==> src/rtl/alu_status_unit.sv <==
// +------------------------------------------------------------------------+
// | Module      : alu_status_unit                                          |
// | Description : ALU status consumer. Registers the status byte, keeps    |
// |               sticky flags and issues a precise exception request with |
// |               an acknowledge timeout to the pipeline control unit.     |
// | Options     : EXC_COUNT_EN adds a saturating exc_count[15:0] output.   |
// | Revision    : 1.0  initial release                                     |
// +------------------------------------------------------------------------+
`default_nettype none

module alu_status_unit #(
  parameter logic [7:0] EXC_MASK    = 8'b0010_1100,
  parameter int         ACK_TIMEOUT = 16
) (
  input  logic        clk,
  input  logic        reset,
  input  logic        ALU_valid,
  input  logic [7:0]  ALU_status,
  input  logic [31:0] ALU_result,
  input  logic [31:0] PC_in,
  input  logic        sticky_clr,
  input  logic        exc_ack,
  output logic [7:0]  flags,
  output logic [7:0]  sticky_flags,
  output logic        exc_req,
  output logic [4:0]  exc_cause,
  output logic [31:0] exc_epc,
  output logic [31:0] exc_badval,
  output logic        lost_exc,
  output logic        exc_timeout
`ifdef EXC_COUNT_EN
  ,
  output logic [15:0] exc_count
`endif
);

  localparam int              CNT_W    = (ACK_TIMEOUT > 1) ? $clog2(ACK_TIMEOUT) : 1;
  localparam logic [CNT_W-1:0] CNT_LAST = CNT_W'(ACK_TIMEOUT - 1);
  // Status bits [1:0] carry no meaning and never reach flags/sticky_flags.
  localparam logic [7:0]      FLAG_MASK = 8'hFC;

  typedef enum logic [0:0] {
    IDLE = 1'b0,
    REQ  = 1'b1
  } state_t;

  state_t           state_q, state_d;
  logic [CNT_W-1:0] cnt_q, cnt_d;
  logic [7:0]       flags_q, flags_d;
  logic [7:0]       sticky_q, sticky_d;
  logic [4:0]       cause_q, cause_d;
  logic [31:0]      epc_q, epc_d;
  logic [31:0]      badval_q, badval_d;
  logic             lost_q, lost_d;
  logic             timeout_q, timeout_d;
  logic [7:0]       masked;
  logic             hit;
  logic             load;
  logic [4:0]       new_cause;
`ifdef EXC_COUNT_EN
  logic [15:0]      count_q, count_d;
`endif

  // Exception detection and cause encoding: div0 > ovf > misalign.
  always_comb begin
    masked    = ALU_status & EXC_MASK;
    hit       = ALU_valid & (|masked);
    new_cause = 5'd0;
    if (masked[2]) begin
      new_cause = 5'd13;
    end else if (masked[5]) begin
      new_cause = 5'd12;
    end else if (masked[3]) begin
      new_cause = 5'd4;
    end
  end

  // Next-state logic: status registers, sticky bits and the request FSM.
  always_comb begin
    state_d   = state_q;
    cnt_d     = cnt_q;
    cause_d   = cause_q;
    epc_d     = epc_q;
    badval_d  = badval_q;
    load      = 1'b0;
    flags_d   = flags_q;
    sticky_d  = sticky_clr ? 8'h00 : sticky_q;
    lost_d    = sticky_clr ? 1'b0 : lost_q;
    timeout_d = sticky_clr ? 1'b0 : timeout_q;

    if (ALU_valid) begin
      flags_d  = ALU_status & FLAG_MASK;
      sticky_d = sticky_d | (ALU_status & FLAG_MASK);
    end

    unique case (state_q)
      IDLE: begin
        if (hit) begin
          load = 1'b1;
        end
      end
      REQ: begin
        if (exc_ack) begin
          // An ack taking effect in the timeout cycle still counts as an ack.
          if (hit) begin
            load = 1'b1;
          end else begin
            state_d = IDLE;
            cause_d = 5'd0;
          end
        end else begin
          if (hit) begin
            lost_d = 1'b1;
          end
          if (cnt_q == CNT_LAST) begin
            state_d   = IDLE;
            cause_d   = 5'd0;
            timeout_d = 1'b1;
          end else begin
            cnt_d = cnt_q + 1'b1;
          end
        end
      end
      default: state_d = IDLE;
    endcase

    if (load) begin
      state_d  = REQ;
      cnt_d    = '0;
      cause_d  = new_cause;
      epc_d    = PC_in;
      badval_d = ALU_result;
    end
  end

`ifdef EXC_COUNT_EN
  // Saturating count of loaded exceptions; a clear and a load together give 1.
  always_comb begin
    count_d = sticky_clr ? 16'h0000 : count_q;
    if (load && (count_d != 16'hFFFF)) begin
      count_d = count_d + 16'h0001;
    end
  end
`endif

  // State register with synchronous reset.
  always_ff @(posedge clk) begin
    if (reset) begin
      state_q   <= IDLE;
      cnt_q     <= '0;
      flags_q   <= 8'h00;
      sticky_q  <= 8'h00;
      cause_q   <= 5'd0;
      epc_q     <= 32'h0;
      badval_q  <= 32'h0;
      lost_q    <= 1'b0;
      timeout_q <= 1'b0;
`ifdef EXC_COUNT_EN
      count_q   <= 16'h0000;
`endif
    end else begin
      state_q   <= state_d;
      cnt_q     <= cnt_d;
      flags_q   <= flags_d;
      sticky_q  <= sticky_d;
      cause_q   <= cause_d;
      epc_q     <= epc_d;
      badval_q  <= badval_d;
      lost_q    <= lost_d;
      timeout_q <= timeout_d;
`ifdef EXC_COUNT_EN
      count_q   <= count_d;
`endif
    end
  end

  assign flags        = flags_q;
  assign sticky_flags = sticky_q;
  assign exc_req      = (state_q == REQ);
  assign exc_cause    = cause_q;
  assign exc_epc      = epc_q;
  assign exc_badval   = badval_q;
  assign lost_exc     = lost_q;
  assign exc_timeout  = timeout_q;
`ifdef EXC_COUNT_EN
  assign exc_count    = count_q;
`endif

endmodule

`default_nettype wire

==> config.mk <==
export PLATFORM = sky130hd
export DESIGN_NAME = alu_status_unit
export DESIGN_NICKNAME = d
export VERILOG_FILES = /design/src/rtl/alu_status_unit.sv
export SDC_FILE = /design/constraint.sdc
export NUM_CORES = 1
export LEC_CHECK = 0
export ABC_AREA = 0
export CORE_UTILIZATION = 45
export CTS_CLUSTER_SIZE = 8
export DETAILED_ROUTE_END_ITERATION = 8
export PLACE_DENSITY = 0.85
export SYNTH_ARGS = -nofsm -noshare
export SYNTH_HDL_FRONTEND = slang
export SYNTH_SLANG_ARGS = --single-unit
==> constraint.sdc <==
create_clock -name clk -period 3.5 [get_ports clk]
set_input_delay 0.525 -clock clk [delete_from_list [all_inputs] [get_ports clk]]
set_output_delay 0.525 -clock clk [all_outputs]
set_load 0.02 [all_outputs]
==> impl_metrics.toml <==
[grt]
grt_overflow = 0
grt_use_met2_pct = 38.8
met3_usage_pct = 6.91
grt-busiest-layer = "met2"
grt_pass1_vias = 3237
grt_usage_pct = 23.2
grt_first_pass_wirelength_um = 16000
grt_antenna_before_repair = 0
grt_start_max_net_pins = 39
gr-usage-met1_pct = 28.0

[setup_path]
cp_max_fo = 28
criticalPathCategory = "primary input to flop"
crit_slowest_cell = "o31a_2"
start_kind = "primary input"
crit_top_cell = "buf_4"
crit_path_end_kind = "flop"
worstPathRequired_ns = 3.79
cp_cell_sequence = "clkdlybuf4s50_1 > buf_4 > o31a_2 > buf_4 > nand3_1 > a21oi_2"
arrival_ns = 2.38
cp_num_buf_inv = 3
critPathTopFamily = "buffers and inverters"
max_stage_delay_ns = 0.49

[pwr]
power.density_mw_per_mm2 = 416
irDropWorstVdd_mv = 0.285
p_leak_nw = 1.84

[drt]
dr_total_vias = 3441
viasPerCell = 5.36
drtPass1Iterations = 4
wl_per_cell_um = 15.7
routed_wl_um = 10100
drc_errors = 0
initialDrtViolationCount = 127
ant_nets = 0

[floorplanning]
rows = 33
die_width_um = 93.6
die_y_um = 93.6
die-area_mm2 = 0.00877
start_util_pct = 46.2
core_mm2 = 0.00818
io_pins = 165

[timing]
skew_ns = 0.0124
slew_violations = 0
whs_ns = 0.467
tightest_slew_ns = 0.674
finalHoldViolations = 0
period_share_pct = 59.7
slew_headroom_pct = 55.1
clock.fmax_mhz = 478
setup_viol = 0
rsz0062_at_grt = "no"
min_period_ns = 2.09
fin_setup_tns_ns = 0

[yosys]
synth-compound-area-share_pct = 31.8
synthCells = 395
synth.avg_cell_area_um2 = 9.57
synthArstFlopShare_pct = 0
synth_xor_area_share_pct = 0
synthSimpleGateAreaFrac_pct = 13.7
synth_ff_type = "dfxtp_1"
synthTopCellsByCount = "dfxtp_1, nand3_1, o21ai_2, a21oi_2, a21oi_1"
synth_top_area_share_pct = 45.6
syn_area_mm2 = 0.00378
yosysMostFrequentCell = "dfxtp_1"
yosys.area.top_type = "dfxtp_1"
synth.mux.area_fraction_pct = 0
ys_ff_latch = 86
ys_warn_count = 0
synth_seq_area_share_pct = 45.6
synth_top_family_by_area = "compound AO/OA/AOI/OAI gates"
synth_area_leaders = "dfxtp_1, o21ai_2, a21oi_2"
synth.distinct_cells = 30
synth_fa_ha_area_share_pct = 0.331
synth_edf_count = 0

[final_layout]
num-fill-cells = 655
synthToLayoutAreaGrowth_pct = 45.1
stdcell_count = 642
fin_nets = 610
final_util_pct = 67.0
drive_above_1_share_pct = 25.0
diodes = 0

[clock_network]
cts-hold-fix-buffers = 0
cts_buffers = 9
cts-root-buf = "clkbuf_8"
cts_resized = 0
clk_pin_slew_ns = 0.09
postCtsSetupBuffers = 0
insertion_delay_ns = 0.35
clock_path_buffers = 2
htreeDepth = 3
cts_tree = "built"
cts.sink_count = 86

[placed_design]
port_buffers = 156
dp_hpwl_um = 6790
dp_cells = 626
gp_congestion = 0.765

[run_status]
status = "completed"

[job]
drv_cap = 0

[hold_path]
hp-class = "flop to flop"
routing by layer:
metal / share of wire (%) / routed length [um] / vias to the layer above
met3: 7.7 / 771 / 13
met1: 42 / 4240 / 1640
met2: 49 / 4910 / 113
met5: 0 / 0 / -
li1: - / - / 1675
met4: 1.5 / 155 / 0
registers in the layout, summed over array words and instances, names as in the netlist:
register and count:
sticky_flags 6, exc_badval 32, flags 6, exc_timeout 1
cnt_q 4, exc_epc 32, lost_exc 1, exc_req 1
exc_cause 3
worst reg2reg max path, cell delays in order (launching register included):
cell and delay [ns]:
dfxtp_1 0.35, nand2b_2 0.49, buf_4 0.39, nand3_1 0.15
a21oi_2 0.13
final cells by class:
cell class	count	area (um^2)	area share, %
multi-input cells	267	1770	32.4
flip-flops and latches	86	1720	31.4
repair buffers	167	1640	29.9
clock buffers	11	151	2.76
well taps	105	131	2.40
clock inverters	5	57.6	1.05
inverters	1	3.75	0.0685
where the power goes:
| part | leakage, nW | switching [mW] | internal (mW) | total (mW) |
|---|---|---|---|---|
| clock network | 0.109 | 0.354 | 0.369 | 0.723 |
| registers | 0.707 | 0.0352 | 1.03 | 1.07 |
| logic | 1.02 | 0.256 | 0.234 | 0.489 |
cells in the final DEF, fill, tap and decap left out, types with 2 or more instances in the layout:
cell type	n
nor2_1	2
clkinv_4	2
nor3_1	2
nor2b_1	2
o21ai_0	16
clkbuf_8	11
a21oi_2	50
nand3_1	67
clkinv_2	2
nand2_1	12
buf_4	12
or3_1	2
o21ai_2	51
dfxtp_1	86
nand2b_1	12
a21oi_1	33
conb_1	6
clkdlybuf4s50_1	155
per-stage QoR:
stage                     instance area, um^2  worst slack [ns]  power [mW]
final                                    5480              1.41        2.28
after global routing                     5480              1.28        2.37
after floorplan                          3800              2.06        1.37
after global placement                   5270              1.07        1.57
after CTS                                5480              1.40        2.30
after detailed placement                 5270              1.03        1.58
cells by family (layout without fill, tap and decap cells):
group           Yosys count  after routing
compound gates          158            158
buf+inv                  47            184
other cells               1              6
flops                    86             86
simple gates            102            102
fa+ha+maj                 1              1
path summary, 6_finish.rpt:
check             slack, ns   startpoint  cells after the start            end
setup / recovery       1.41    ALU_valid                      6    exc_epc[26]
hold / removal         0.47  exc_epc[27]                      2    exc_epc[27]
setup reg to reg       1.93      exc_req                      4  exc_badval[2]
hold reg to reg        0.47  exc_epc[27]                      2    exc_epc[27]
Note: power is estimated with default switching activity, not from simulation.
